**src/rtl/max_args_seq_pkg.sv**
```systemverilog
// Shared types and constants for the max_args search sequencer.
package max_args_seq_pkg;

  typedef enum logic [2:0] {
    IDLE,
    CLEAR,
    RUN,
    SETTLE,
    CAPTURE,
    EVAL,
    FINISH
  } state_t;

  localparam int ST_DET = 0;
  localparam int ST_NF  = 1;
  localparam int ST_TMO = 2;

  typedef struct packed {
    logic [31:0] amp;
    logic [31:0] tau;
    logic [15:0] freq;
  } peak_t;

endpackage

```
**src/rtl/max_args_seq_tmo.sv**
```systemverilog
// Loadable down-counter for the per-pass timeout; expired is high while enabled at zero.
module max_args_seq_tmo #(
  parameter int W = 24
) (
  input  logic         clk,
  input  logic         rst,
  input  logic         load,
  input  logic [W-1:0] load_val,
  input  logic         en,
  output logic         expired
);

  logic [W-1:0] cnt;

  always_ff @(posedge clk or posedge rst) begin
    if (rst) begin
      cnt <= '0;
    end else if (load) begin
      cnt <= load_val;
    end else if (en && (cnt != '0)) begin
      cnt <= cnt - 1'b1;
    end
  end

  assign expired = en && (cnt == '0);

endmodule

```
**src/rtl/max_args_seq.sv**
```systemverilog
// Multi-pass sequencer for the max_args peak search: clears, runs, captures and
// keeps the best peak, then reports detect / notfound / timeout with an irq pulse.
module max_args_seq
  import max_args_seq_pkg::*;
#(
  parameter int NPASS_MAX  = 8,
  parameter int CLR_CYC    = 2,
  parameter int SETTLE_CYC = 2,
  parameter int TMO_W      = 24,
  localparam int PW        = $clog2(NPASS_MAX) + 1
) (
  input  logic             clk,
  input  logic             rst,
  input  logic             start,
  input  logic             abort,
  input  logic [15:0]      cfg_ntau,
  input  logic [15:0]      cfg_nf,
  input  logic [PW-1:0]    cfg_npass,
  input  logic [31:0]      cfg_thr,
  input  logic [TMO_W-1:0] cfg_tmo,
  output logic             reset_max,
  output logic [15:0]      ntau,
  output logic [15:0]      nf,
  input  logic             done_max,
  input  logic [31:0]      amp_in,
  input  logic [31:0]      tau_in,
  input  logic [15:0]      freq_in,
  output logic             run,
  output logic             busy,
  output logic [31:0]      best_amp,
  output logic [31:0]      best_tau,
  output logic [15:0]      best_freq,
  output logic [PW-1:0]    best_pass,
  output logic [2:0]       status,
  output logic             irq,
  output state_t           dbg_state
);

  localparam int CW = $clog2(CLR_CYC + SETTLE_CYC + 1);

  state_t           state, state_nxt;
  logic [CW-1:0]    cyc_cnt;
  logic [PW-1:0]    npass_q, npass_clamped, pass;
  logic [31:0]      thr_q;
  logic [TMO_W-1:0] tmo_q;
  peak_t            best;
  logic [2:0]       status_q;
  logic             tmo_expired, tmo_hit, start_ok, last_pass, det;

  // start and done_max are single-cycle strobes with no back-pressure: start is
  // accepted only while busy is low, done_max only while run is high.
  assign start_ok  = (state == IDLE) && start && !abort;
  assign tmo_hit   = tmo_expired && (tmo_q != '0);
  assign last_pass = (pass == npass_q - PW'(1));
  assign det       = (best.amp >= thr_q);

  always_comb begin
    npass_clamped = cfg_npass;
    if (cfg_npass == '0) begin
      npass_clamped = PW'(1);
    end else if (cfg_npass > PW'(NPASS_MAX)) begin
      npass_clamped = PW'(NPASS_MAX);
    end
  end

  max_args_seq_tmo #(.W(TMO_W)) u_tmo (
    .clk      (clk),
    .rst      (rst),
    .load     (state != RUN),
    .load_val (tmo_q - 1'b1),
    .en       (state == RUN),
    .expired  (tmo_expired)
  );

  always_ff @(posedge clk or posedge rst) begin
    if (rst) begin
      state <= IDLE;
    end else begin
      state <= state_nxt;
    end
  end

  always_comb begin
    state_nxt = state;
    case (state)
      IDLE:    if (start_ok) state_nxt = CLEAR;
      CLEAR:   if (cyc_cnt == CW'(CLR_CYC - 1)) state_nxt = RUN;
      RUN: begin
        if (done_max)     state_nxt = SETTLE;
        else if (tmo_hit) state_nxt = FINISH;
      end
      SETTLE:  if (cyc_cnt == CW'(SETTLE_CYC - 1)) state_nxt = CAPTURE;
      CAPTURE: state_nxt = EVAL;
      EVAL:    state_nxt = (det || last_pass) ? FINISH : CLEAR;
      FINISH:  state_nxt = IDLE;
      default: state_nxt = IDLE;
    endcase
    if (abort) state_nxt = IDLE;
  end

  // Dwell counter restarts on every state change.
  always_ff @(posedge clk or posedge rst) begin
    if (rst) begin
      cyc_cnt <= '0;
    end else if (state_nxt != state) begin
      cyc_cnt <= '0;
    end else if ((state == CLEAR) || (state == SETTLE)) begin
      cyc_cnt <= cyc_cnt + 1'b1;
    end
  end

  always_ff @(posedge clk or posedge rst) begin
    if (rst) begin
      ntau      <= '0;
      nf        <= '0;
      npass_q   <= '0;
      thr_q     <= '0;
      tmo_q     <= '0;
      pass      <= '0;
      best      <= '0;
      best_pass <= '0;
      status_q  <= '0;
    end else if (!abort) begin
      case (state)
        IDLE: if (start_ok) begin
          ntau      <= cfg_ntau;
          nf        <= cfg_nf;
          npass_q   <= npass_clamped;
          thr_q     <= cfg_thr;
          tmo_q     <= cfg_tmo;
          pass      <= '0;
          best      <= '0;
          best_pass <= '0;
          status_q  <= '0;
        end
        RUN: if (!done_max && tmo_hit) status_q[ST_TMO] <= 1'b1;
        // Strict compare so a tie keeps the earlier pass.
        CAPTURE: if (amp_in > best.amp) begin
          best      <= '{amp: amp_in, tau: tau_in, freq: freq_in};
          best_pass <= pass;
        end
        EVAL: begin
          if (det)            status_q[ST_DET] <= 1'b1;
          else if (last_pass) status_q[ST_NF]  <= 1'b1;
          else                pass             <= pass + 1'b1;
        end
        default: ;
      endcase
    end
  end

  always_comb begin
    reset_max = 1'b0;
    run       = 1'b0;
    irq       = 1'b0;
    case (state)
      IDLE, CLEAR: reset_max = 1'b1;
      RUN:         run       = 1'b1;
      FINISH:      irq       = !abort;
      default:     ;
    endcase
  end

  assign busy      = (state != IDLE);
  assign best_amp  = best.amp;
  assign best_tau  = best.tau;
  assign best_freq = best.freq;
  assign status    = status_q;
  assign dbg_state = state;

endmodule

```
**config.mk**
```make
export PLATFORM = sky130hd
export DESIGN_NAME = max_args_seq
export DESIGN_NICKNAME = d
export VERILOG_FILES = /design/src/rtl/max_args_seq_pkg.sv /design/src/rtl/max_args_seq_tmo.sv /design/src/rtl/max_args_seq.sv
export SDC_FILE = /design/constraint.sdc
export NUM_CORES = 1
export LEC_CHECK = 0
export ABC_AREA = 0
export CORE_MARGIN = 2
export CORE_UTILIZATION = 54
export CTS_BUF_LIST = sky130_fd_sc_hd__clkbuf_4
export CTS_CLUSTER_SIZE = 30
export DETAILED_ROUTE_END_ITERATION = 6
export PLACE_DENSITY = 0.95
export RECOVER_POWER = 100
export SETUP_SLACK_MARGIN = 0.2
export SLEW_MARGIN = 20
export SYNTH_ARGS = -nofsm -noshare
export SYNTH_HDL_FRONTEND = slang
export SYNTH_HIERARCHICAL = 1
export SYNTH_SLANG_ARGS = --single-unit
export TNS_END_PERCENT = 100
```
**constraint.sdc**
```tcl
create_clock -name clk -period 11.3 [get_ports clk]
set_input_delay 2.26 -clock clk [delete_from_list [all_inputs] [get_ports clk]]
set_output_delay 2.26 -clock clk [all_outputs]
set_load 0.03 [all_outputs]
```
Yosys cells after proc, flatten, opt, wreduce, memory -nomap -nowiden --
Index checks and enable logic that the tools add are counted.
Operators by class: bitwise operators 1, magnitude comparators 3, mux-type cells 33, equal/unequal tests 17, add/sub/neg operators 5, reductions and logical operators 28
Operator list (number):
- $mux 80 | 2
- $pmux 80 s2 | 1
- $mux 24 | 2
- $reduce_bool 24->1 | 2
- $sub 24x1->24 const B | 2
- $ge 32x32->1 | 1
- $gt 32x32->1 | 1
- $mux 3 | 10
- $logic_not 24->1 | 1
- $mux 4 | 6
- $pmux 3 s6 | 1
- $pmux 4 s2 | 2
- $ne 2x2->1 const B | 7
- $reduce_and 4->1 | 3
- $reduce_and 5->1 | 2
- $reduce_bool 2->1 | 5
- $eq 3x3->1 const B | 3
- $mux 1 | 7
- $eq 3x1->1 const B | 2
- $eq 3x2->1 const B | 2
- $logic_and 1x1->1 | 6
- $add 4x1->4 const B | 1
- $eq 4x4->1 | 1
- $gt 4x4->1 const B | 1
- other kinds (14) | 16
Word-level totals: logic and storage cells 103, register bits 213, output and inout bits 126, input port bits 177

Depth between registers and ports, before layout --
Gate-level depths: netlist (run 1).
depth after elaboration 9, gate-level depth with buffers 13, mapped depth without buffers 13

Cells and area by module --
Netlist (run 1), hierarchy kept.
By module, submodules not included:
- max_args_seq | area each 9675.5 sq um, instances 1, cells an instance 1129, sequential area each 4729.5 sq um
- max_args_seq_tmo | area each 1491.4 sq um, instances 1, cells an instance 163, sequential area each 600.6 sq um

Worst setup path before layout (run 1) --
OpenSTA, ideal clock, no wires.
kind input-to-output, start point input port abort, end point output port irq, required time 9.040 ns, path slack 5.750 ns, buffers on the path 2, cell stages on the path 3, data arrival time 3.290 ns, cells stage by stage buf_4 > clkbuf_1 > nor3_1
Between the ends: word-level cells in the longest chain between the ends 2
RTL lines:
- start, declared | RTL line max_args_seq.sv:15 | input logic abort,
- $logic_not 1->1 | RTL line max_args_seq.sv:159 | FINISH: irq = !abort;
- $mux 1 | RTL line max_args_seq.sv:156 | case (state)
- end, declared | RTL line max_args_seq.sv:35 | output logic irq,
Every way passes these cells.

Worst setup path after layout (run 1) --
start point input port amp_in[18], end point register best, in the netlist best_tau[0]
Between the ends: word-level cells in the longest chain between the ends 3
RTL lines:
- start, declared | RTL line max_args_seq.sv:25 | input logic [31:0] amp_in,
- $gt 32x32->1 | RTL line max_args_seq.sv:138 | CAPTURE: if (amp_in > best.amp) begin
- $ne 2x2->1 (no line)
- $reduce_and 4->1 (no line)
- end signal, assigned | RTL line max_args_seq.sv:139 | best <= '{amp: amp_in, tau: tau_in, freq: freq_in};
- end, declared | RTL line max_args_seq.sv:46 | peak_t best;
Every way passes these cells. A chain may end at the register's enable or synchronous reset.

==> impl_metrics.tcl, run 1 <==
set metrics [dict create \
    p_comb_frac 0.301 \
    crit_top_cell "o21ai_0" \
    detail-route-antenna-nets 0 \
    port-buffer-count 302 \
    p_leak_nw 6.96 \
    root_buffer "clkbuf_4" \
    rsz0062_at_grt "false" \
    syn_area_per_cell_um2 8.64 \
    ios 303 \
    gp_congestion 0.918 \
    final_common_cell "nand2_1" \
    clock_sinks 213 \
    antenna_found_initial 2 \
    synthCells 1292 \
    numCtsBuffers 55 \
    dr.first_iter.drc_count 641 \
    ys_seq_elements 213 \
    rows 52 \
    grt_pass1_wl_um 53600 \
    p_int_w 0.00153 \
    ys_types 67 \
    finalHoldViolations 0 \
    grt_start_max_net_pins 125 \
    critPathMaxFanout 124 \
    critPathSlowestCell "o21ai_0" \
    ys.warnings.count 6 \
    power_density_nw_per_um2 161 \
    finalPower_w 0.00241 \
    cts_tree "done" \
    clockBufferDepth 3 \
    cts_setup_buffers 0 \
    min_period_ns 8.33 \
    p_sw_frac 0.364 \
    htreeDepth 2 \
    grt_pass1_vias 10894 \
    dp_hpwl_um 23700 \
    path_cells "dlygate4sd3_1, ha_1, a21o_1, a2111oi_0, nor4_1, nor3_1, o221ai_1, o21ai_0, buf_4, o21ai_0" \
    hold_class "flip-flop to flip-flop" \
    num_vias 10575 \
    drt_wl_total_um 33400 \
    outcome "complete, but fails checks" \
    drt-vias-per-instance 5.56 \
    layout_common_cells "410 x nand2_1, 213 x dfrtp_1, 173 x clkdlybuf4s50_1" \
    report.final.slew_viol_count 287 \
    cts_hold_buf 0 \
    synthFlopType "dfrtp_1" \
    vdd_ir_drop_max_mv 0.0863 \
    cp_data_arrival_time_ns 8.80 \
    grt-ovfl-total 0 \
    synth-simple-area-share 0.228 \
    async_reset_ff_frac 1.00 \
    power_frac_seq 0.435 \
    die_w_um 148 \
    area_delta_synth_final_pct 33.7 \
    drt-pass1-iter-count 6 \
    synth_mux_area_frac 0.00403 \
    initial_utilization 0.552 \
    cp-start-kind "input port" \
    ff2ff_setup_slack_ns 4.66 \
    grt_usage 0.306 \
    wl_per_cell_um 17.5 \
    drive_above_1_share 0.0644 \
    fp.dieH_um 148 \
    post_cts_resized 0 \
    fmax_ghz 0.120 \
    synth_top_family_by_area "simple AND/OR/NAND/NOR gates" \
    clkTransAtPathRegs_ns 0.07 \
    synthAdderAreaFrac 0.0796 \
    synth_edf_count 0 \
    core_um2 20200 \
    finalCritPeriodShare 0.737 \
    crit_buf_inv 2 \
    netlist_area_um2 11200 \
    skew_ns 0.0352 \
    die_area_um2 21800 \
    insertion_delay_ns 0.67 \
    failed_checks "capacitance limit, slew limit" \
    crit_family "compound AO/OA/AOI/OAI gates" \
    switchingPower_w 0.000876 \
    critical_path_class "input port to flip-flop" \
    fin_nets 1842 \
    setup_violations 0 \
    maxCapViolations 4 \
    synth_xor_area_frac 0.0329 \
    synth_compound_area_frac 0.126 \
    p_clk_frac 0.265 \
    slew_headroom -2.19 \
    worst_pin_slew_ns 4.76 \
    drc_errors 0 \
    slowest_delay_ns 3.01 \
    seq_area_frac_synth 0.477 \
    tns_ns 0 \
    worstPathRequired_ns 11.78 \
    synth_nets 1540 \
    worstSetupEndpointType "flip-flop" \
]
## per-stage QoR
| stage | area [µm²] | setup slack, ns | util | cells | hold slack [ns] |
|---|---|---|---|---|---|
| after CTS | 15000 | 5.00 | 0.739 | 1900 | 0.478 |
| after floorplan | 11200 | 3.90 | - | 1292 | 0.450 |
| after global routing | 14900 | 2.48 | 0.738 | 1902 | 0.490 |
| after global placement | 14300 | 5.01 | 0.708 | 1807 | 0.457 |
| after detailed placement | 14300 | 4.89 | 0.708 | 1807 | 0.462 |
| final | 14900 | 2.97 | 0.738 | 1902 | 0.470 |
## logic make-up after synthesis
group,Yosys count
fa+ha+maj,71
compound gates,239
simple gates,580
mux,4
flops,213
buf+inv,143
xor+xnor,42
## cell type report
| cell class | count | area [µm²] |
|---|---|---|
| timing repair buffer | 307 | 3060 |
| tap | 270 | 338 |
| fill | 1372 | 5310 |
| clock inverter | 15 | 61.3 |
| sequential | 213 | 5330 |
| inverter | 81 | 305 |
| antenna | 2 | 5.00 |
| clock buffer | 78 | 586 |
| multi-input combinational | 936 | 5250 |
## worst reg2reg max path, stage by stage (launching register included)
cell,delay [ns]
dfrtp_1,0.44
inv_1,0.07
ha_1,0.31
and4_1,0.20
a2111oi_0,0.46
nor4_1,0.11
nor3_1,0.20
o221ai_1,0.16
o21ai_0,3.01
buf_4,1.13
o21ai_0,0.38
## metal layers
metal / up-vias / part of all wire / wire length, µm / GRT usage
li1: 4965 / - / - / -
met1: 4946 / 0.38 / 12500 / 0.366
met2: 526 / 0.49 / 16300 / 0.508
met3: 138 / 0.078 / 2610 / 0.0725
met4: 0 / 0.060 / 1990 / 0.174
met5: - / 0 / 0 / 0
## Yosys cell counts, types with 3 or more instances
cell type | instances | area (µm²)
or4_1 | 8 | 60.1
o211ai_1 | 9 | 67.6
nor2_1 | 44 | 165
a21oi_1 | 21 | 105
a211oi_1 | 4 | 30.0
buf_1 | 4 | 15.0
clkbuf_1 | 49 | 184
nand3_1 | 10 | 50.1
xnor2_1 | 21 | 184
mux2_2 | 4 | 45.0
o21ai_0 | 141 | 706
and2_1 | 3 | 18.8
or3_1 | 10 | 62.6
clkbuf_8 | 3 | 41.3
buf_2 | 4 | 20.0
nand2_1 | 411 | 1540
inv_1 | 81 | 304
nor4_1 | 13 | 81.3
nand2b_1 | 3 | 18.8
or4_4 | 4 | 45.0
nor3b_1 | 5 | 37.5
ha_1 | 71 | 888
xor2_1 | 21 | 184
a31oi_1 | 9 | 56.3
or2_2 | 3 | 18.8
o21a_1 | 5 | 37.5
a21o_1 | 11 | 82.6
o31a_1 | 4 | 35.0
nor3_1 | 25 | 125
o21ai_1 | 7 | 35.0
nand4_1 | 13 | 81.3
a211o_1 | 3 | 26.3
o31ai_1 | 6 | 45.0
nor2b_1 | 5 | 31.3
nand3b_1 | 5 | 37.5
dfrtp_1 | 213 | 5330
## state kept, by name, summed over array words and instances (netlist names)
register and flops:
best_tau 32, npass_q 4, tmo_q 24, cyc_cnt 3, dbg_state 3, status 3
best_pass 4, pass 4, best_freq 16, thr_q 32, best_amp 32, nf 16
ntau 16, u_tmo/cnt 24
## power by group through the flow
stage / clock, W / sequential (W) / combinational [W]
after CTS: 0.000650 / 0.00104 / 0.000741
after detailed placement: 0 / 0.00106 / 0.000732
final: 0.000637 / 0.00105 / 0.000725
after global routing: 0.000690 / 0.00106 / 0.000800
after global placement: 0 / 0.00104 / 0.000698
after floorplan: 0 / 0.00110 / 0.000402
## final timing paths
kind / startpoint / end / cells after the start
max: amp_in[18] / best_tau[0] / 10
min: nf[3] / nf[3] / 2
max reg2reg: best_amp[19] / best_tau[0] / 10
min reg2reg: nf[3] / nf[3] / 2
max in group asynchronous: rst / best_freq[3] / 3
min in group asynchronous: rst / u_tmo/cnt[1] / 2
Note: power is estimated with default switching activity, not from simulation.
==> inputs of run 2 (changes only) <==
--- a/config.mk
+++ b/config.mk
@@ -7,11 +7,11 @@
 export LEC_CHECK = 0
 export ABC_AREA = 0
 export CORE_MARGIN = 2
-export CORE_UTILIZATION = 54
+export CORE_UTILIZATION = 50
 export CTS_BUF_LIST = sky130_fd_sc_hd__clkbuf_4
 export CTS_CLUSTER_SIZE = 30
 export DETAILED_ROUTE_END_ITERATION = 6
-export PLACE_DENSITY = 0.95
+export PLACE_DENSITY = 0.93
 export RECOVER_POWER = 100
 export SETUP_SLACK_MARGIN = 0.2
 export SLEW_MARGIN = 20
==> constraint.sdc (replaced) <==
create_clock -name clk -period 8.02 [get_ports clk]
set_input_delay 1.604 -clock clk [delete_from_list [all_inputs] [get_ports clk]]
set_output_delay 1.604 -clock clk [all_outputs]
set_load 0.03 [all_outputs]
==> run 2 against run 1 <==
  * Largest cell class unchanged
  * Critical path depth down 6
  * Core utilization fell by 5.1 points
  * Clock power rose by 48%
  * The flow still finishes with violations (capacitance limit, slew limit)
==> impl_metrics.tcl, run 2 (same netlist as run 1, synthesis figures left out) <==
set metrics [dict create \
    tns_ns 0 \
    dp_hpwl_um 23400 \
    htreeDepth 2 \
    fmax_ghz 0.177 \
    switchingPower_w 0.00122 \
    dp_worst_setup_slack_ns 3.03 \
    grt_start_max_net_pins 153 \
    fin_nets 1844 \
    area_delta_synth_final_pct 34.7 \
    cts_hold_buf 0 \
    final_common_cell "nand2_1" \
    grt_pass1_vias 10982 \
    maxCapViolations 4 \
    drt_wl_total_um 32600 \
    num_vias 10557 \
    finalHoldViolations 0 \
    clock_sinks 213 \
    timing.rr.end "best_tau[11]" \
    ios 303 \
    ff2ff_path_depth 10 \
    fp.dieH_um 153 \
    rsz0062_at_grt "false" \
    insertion_delay_ns 0.68 \
    clockBufferDepth 3 \
    slew_headroom -2.30 \
    dr.first_iter.drc_count 711 \
    cp_data_arrival_time_ns 6.46 \
    root_buffer "clkbuf_4" \
    worstReg2RegStart "best_amp[19]" \
    clkTransAtPathRegs_ns 0.07 \
    port-buffer-count 302 \
    path_cells "dlygate4sd3_1, clkinvlp_2, clkbuf_1, buf_16" \
    power_density_nw_per_um2 228 \
    p_comb_frac 0.297 \
    p_leak_nw 7.01 \
    outcome "complete, but fails checks" \
    antenna_found_initial 6 \
    ff2ff_setup_slack_ns 3.93 \
    cts_tree "done" \
    post_cts_resized 0 \
    rows 54 \
    critical_path_class "input port to async pin" \
    grt-ovfl-total 0 \
    hold_class "flip-flop to flip-flop" \
    power_frac_seq 0.428 \
    p_int_w 0.00220 \
    initial_utilization 0.510 \
    cp-start-kind "input port" \
    core_um2 21900 \
    p_sw_frac 0.357 \
    crit_start "rst" \
    critPathSlowestCell "clkinvlp_2" \
    failed_checks "capacitance limit, slew limit" \
    worst_pin_slew_ns 4.93 \
    report.final.slew_viol_count 262 \
    drc_errors 0 \
    worstSetupEndpointType "async pin" \
    drive_above_1_share 0.0677 \
    cts_setup_buffers 0 \
    finalCritPeriodShare 0.704 \
    gp_congestion 0.896 \
    min_period_ns 5.65 \
    critPathMaxFanout 113 \
    vdd_ir_drop_max_mv 0.111 \
    final_util 0.687 \
    numCtsBuffers 56 \
    setup_violations 0 \
    detail-route-antenna-nets 0 \
    die_area_um2 23500 \
    die_w_um 153 \
    drt-pass1-iter-count 5 \
    slowest_delay_ns 2.74 \
    grt_usage 0.276 \
    worstPathRequired_ns 8.83 \
    p_clk_frac 0.275 \
    skew_ns 0.0522 \
    drt-vias-per-instance 5.48 \
    wl_per_cell_um 16.9 \
    setup_ws_ns 2.37 \
    endpoint "best_tau[5]" \
    grt_pass1_wl_um 53100 \
    layout_common_cells "410 x nand2_1, 213 x dfrtp_1, 173 x clkdlybuf4s50_1" \
]
run 2: changes by cell type in the layout (fill, tap and decap cells not counted), sizes merged:
cell,before,now
clkbuf,80,81
clkinv,14,20
inv,80,81
diode,2,6
bufinv,0,1
run 2: through the flow:
step | cell area, µm² | std cells | hold WS [ns] | total power, W
after floorplan | 11200 | 1292 | 0.450 | 0.00212
final | 15000 | 1925 | 0.467 | 0.00343
after CTS | 15000 | 1918 | 0.477 | 0.00347
after global routing | 15000 | 1925 | 0.500 | 0.00365
after detailed placement | 14300 | 1817 | 0.461 | 0.00251
after global placement | 14300 | 1817 | 0.457 | 0.00245
run 2: layout make-up:
cell class | instances | area [µm²]
inverter | 81 | 305
multi-input combinational | 936 | 5250
fill | 1670 | 6850
antenna | 6 | 15.0
tap | 280 | 350
clock buffer | 78 | 586
timing repair buffer | 308 | 3090
sequential | 213 | 5330
clock inverter | 23 | 123
run 2: layer usage:
layer	part of all wire	GRT usage
met1	0.37	0.311
met4	0.068	0.183
met3	0.075	0.0774
met5	0	0
met2	0.49	0.459
run 2: how the worst min path moves through the flow:
stage | start | end | slack (ns) | cells past startpoint
floorplan | thr_q[0] | thr_q[0] | 0.45 | 2
global placement | nf[11] | nf[11] | 0.46 | 2
detailed placement | nf[15] | nf[15] | 0.46 | 2
CTS | nf[15] | nf[15] | 0.48 | 2
global route | best_freq[13] | best_freq[13] | 0.50 | 2
finish | nf[6] | nf[6] | 0.47 | 2
run 2: worst max-delay path, delay by kind of cell:
kind	cells	cell delay (ns)
buf+inv	4	4.70
run 2: power groups by stage:
stage	Combinational, W	Sequential [W]	Clock, W
global placement	0.000982	0.00147	0
floorplan	0.000567	0.00155	0
finish	0.00102	0.00147	0.000942
CTS	0.00104	0.00147	0.000965
global route	0.00113	0.00150	0.00102
detailed placement	0.00103	0.00149	0
==> inputs of run 3 (changes only) <==
==> constraint.sdc (replaced) <==
create_clock -name clk -period 5.85 [get_ports clk]
set_input_delay 1.17 -clock clk [delete_from_list [all_inputs] [get_ports clk]]
set_output_delay 1.17 -clock clk [all_outputs]
set_load 0.03 [all_outputs]
==> run 3 against run 2 <==
  * The run still ends with capacitance limit, slew limit left
  * Sequential share of layout area down 0.14 points
  * Worst hold slack improved by 0.0035 ns
  * Final cell count increased by 0.52%
  * Global-route usage decreased by 0.42 points
  * Critical path depth is 6 higher
  * Core utilization increased by 0.27 points
  * Worst setup slack worse by 1.2 ns
  * Design area up 0.39%
  * Clock power increased by 48%
  * Routed wire length about the same
  * Via count shrank 0.13%
  * Critical path type is now input port to flip-flop
  * Largest cell class unchanged
==> impl_metrics.tcl, run 3 (same netlist as run 1, synthesis figures left out) <==
set metrics [dict create \
    slew_headroom -1.28 \
    numCtsBuffers 60 \
    maxCapViolations 3 \
    ff2ff_setup_slack_ns 1.37 \
    hold_class "flip-flop to flip-flop" \
    rows 54 \
    cts_setup_buffers 0 \
    gp_congestion 0.903 \
    tns_ns 0 \
    critPathMaxFanout 144 \
    dp_cells 1817 \
    hold_ws_ns 0.471 \
    drt_wl_total_um 32500 \
    port-buffer-count 302 \
    antenna_found_initial 8 \
    p_leak_nw 7.03 \
    cts_tree "done" \
    worstPathRequired_ns 6.34 \
    drc_errors 0 \
    ff2ff_path_depth 6 \
    vdd_ir_drop_max_mv 0.166 \
    clkTransAtPathRegs_ns 0.06 \
    setup_violations 0 \
    num_vias 10543 \
    dp_hpwl_um 22900 \
    fin_cells 1935 \
    cp-start-kind "input port" \
    clock_sinks 213 \
    skew_ns 0.0444 \
    htreeDepth 2 \
    finalPower_w 0.00480 \
    insertion_delay_ns 0.70 \
    root_buffer "clkbuf_4" \
    wl_per_cell_um 16.8 \
    grt_pass1_wl_um 52300 \
    hold_start "nf[5]" \
    post_cts_resized 0 \
    initial_utilization 0.510 \
    power_density_nw_per_um2 318 \
    num-fill-cells 1574 \
    core_um2 21900 \
    final_common_cell "nand2_1" \
    finalCritPeriodShare 0.797 \
    grt_pass1_vias 10720 \
    timing.rr.end "ntau[15]" \
    layout_common_cells "411 x nand2_1, 213 x dfrtp_1, 173 x clkdlybuf4s50_1" \
    area_delta_synth_final_pct 35.3 \
    failed_checks "capacitance limit, slew limit" \
    drive_above_1_share 0.0680 \
    worst_pin_slew_ns 3.42 \
    fin_nets 1848 \
    rsz0062_at_grt "false" \
    grt-ovfl-total 0 \
    fmax_ghz 0.215 \
    grt_start_max_net_pins 190 \
    drt-vias-per-instance 5.45 \
    cts_hold_buf 0 \
    regArea_um2 5330 \
    min_period_ns 4.66 \
    multi_input_area_um2 5240 \
    worstHoldEndpoint "nf[5]" \
    die_area_um2 23500 \
    worstHoldPathCells 2 \
    ios 303 \
    detail-route-antenna-nets 0 \
    cp_data_arrival_time_ns 5.15 \
    worstSetupEndpointType "flip-flop" \
    critical_path_class "input port to flip-flop" \
    worstReg2RegStart "dbg_state[2]" \
    outcome "complete, but fails checks" \
    fp.dieH_um 153 \
    drt-pass1-iter-count 6 \
    report.final.slew_viol_count 171 \
    dr.first_iter.drc_count 710 \
    grt_usage 0.272 \
    die_w_um 153 \
    clockBufferDepth 3 \
    finalHoldViolations 0 \
]
-- run 3: changes by cell type in the layout (fill, tap and decap cells not counted), sizes merged --
cell and change:
bufinv +1, clkbuf +3, clkinv +4, diode +2
-- run 3: layout make-up --
cell class              count  area share
repair buffers            308       0.204
multi-input cells         936       0.347
diodes                      8     0.00133
flip-flops and latches    213       0.353
clock buffers              81      0.0403
inverters                  81      0.0204
clock inverters            28      0.0109
well taps                 280      0.0232
-- run 3: critical path, cell delays in order --
cell and delay (ns):
dlygate4sd3_1 0.56, ha_1 0.33, and4_1 0.20, a2111oi_0 0.45
nor4_1 0.10, nor3_1 0.17, o221ai_1 0.19, o21ai_4 0.50
clkbuf_4 1.05, o21ai_0 0.31
-- run 3: where the power goes --
part / switching (W) / leakage (nW) / total [W] / internal, W
Clock: 0.000654 / 0.448 / 0.00139 / 0.000732
Sequential: 0.000253 / 2.78 / 0.00202 / 0.00177
Combinational: 0.000805 / 3.80 / 0.00139 / 0.000584
-- run 3: metal layers --
| layer | GRT usage | vias to the layer above | wire length (µm) |
|---|---|---|---|
| li1 | - | 4995 | - |
| met1 | 0.323 | 4898 | 12400 |
| met2 | 0.446 | 506 | 15600 |
| met3 | 0.0686 | 144 | 2530 |
| met4 | 0.166 | 0 | 2040 |
| met5 | 0 | - | 0 |
-- run 3: per-stage QoR --
step | utilization | instance area [µm²] | setup WS (ns)
2_1_floorplan | - | 11200 | 2.25
3_3_place_gp | 0.656 | 14400 | 1.52
3_5_place_dp | 0.656 | 14400 | 1.39
4_1_cts | 0.691 | 15100 | 1.72
5_1_grt | 0.690 | 15100 | 0.745
6_report | 0.690 | 15100 | 1.19
-- run 3: worst max-delay path by stage --
| stage | slack [ns] | startpoint | cells after the start | endpoint |
|---|---|---|---|---|
| floorplan | 2.25 | rst | 1 | best_amp[0] |
| finish | 1.19 | amp_in[19] | 10 | best_amp[5] |
| CTS | 1.72 | abort | 3 | irq |
| detailed placement | 1.39 | amp_in[18] | 10 | best_amp[5] |
| global route | 0.75 | dbg_state[2] | 5 | npass_q[0] |
| global placement | 1.52 | amp_in[18] | 10 | best_tau[8] |
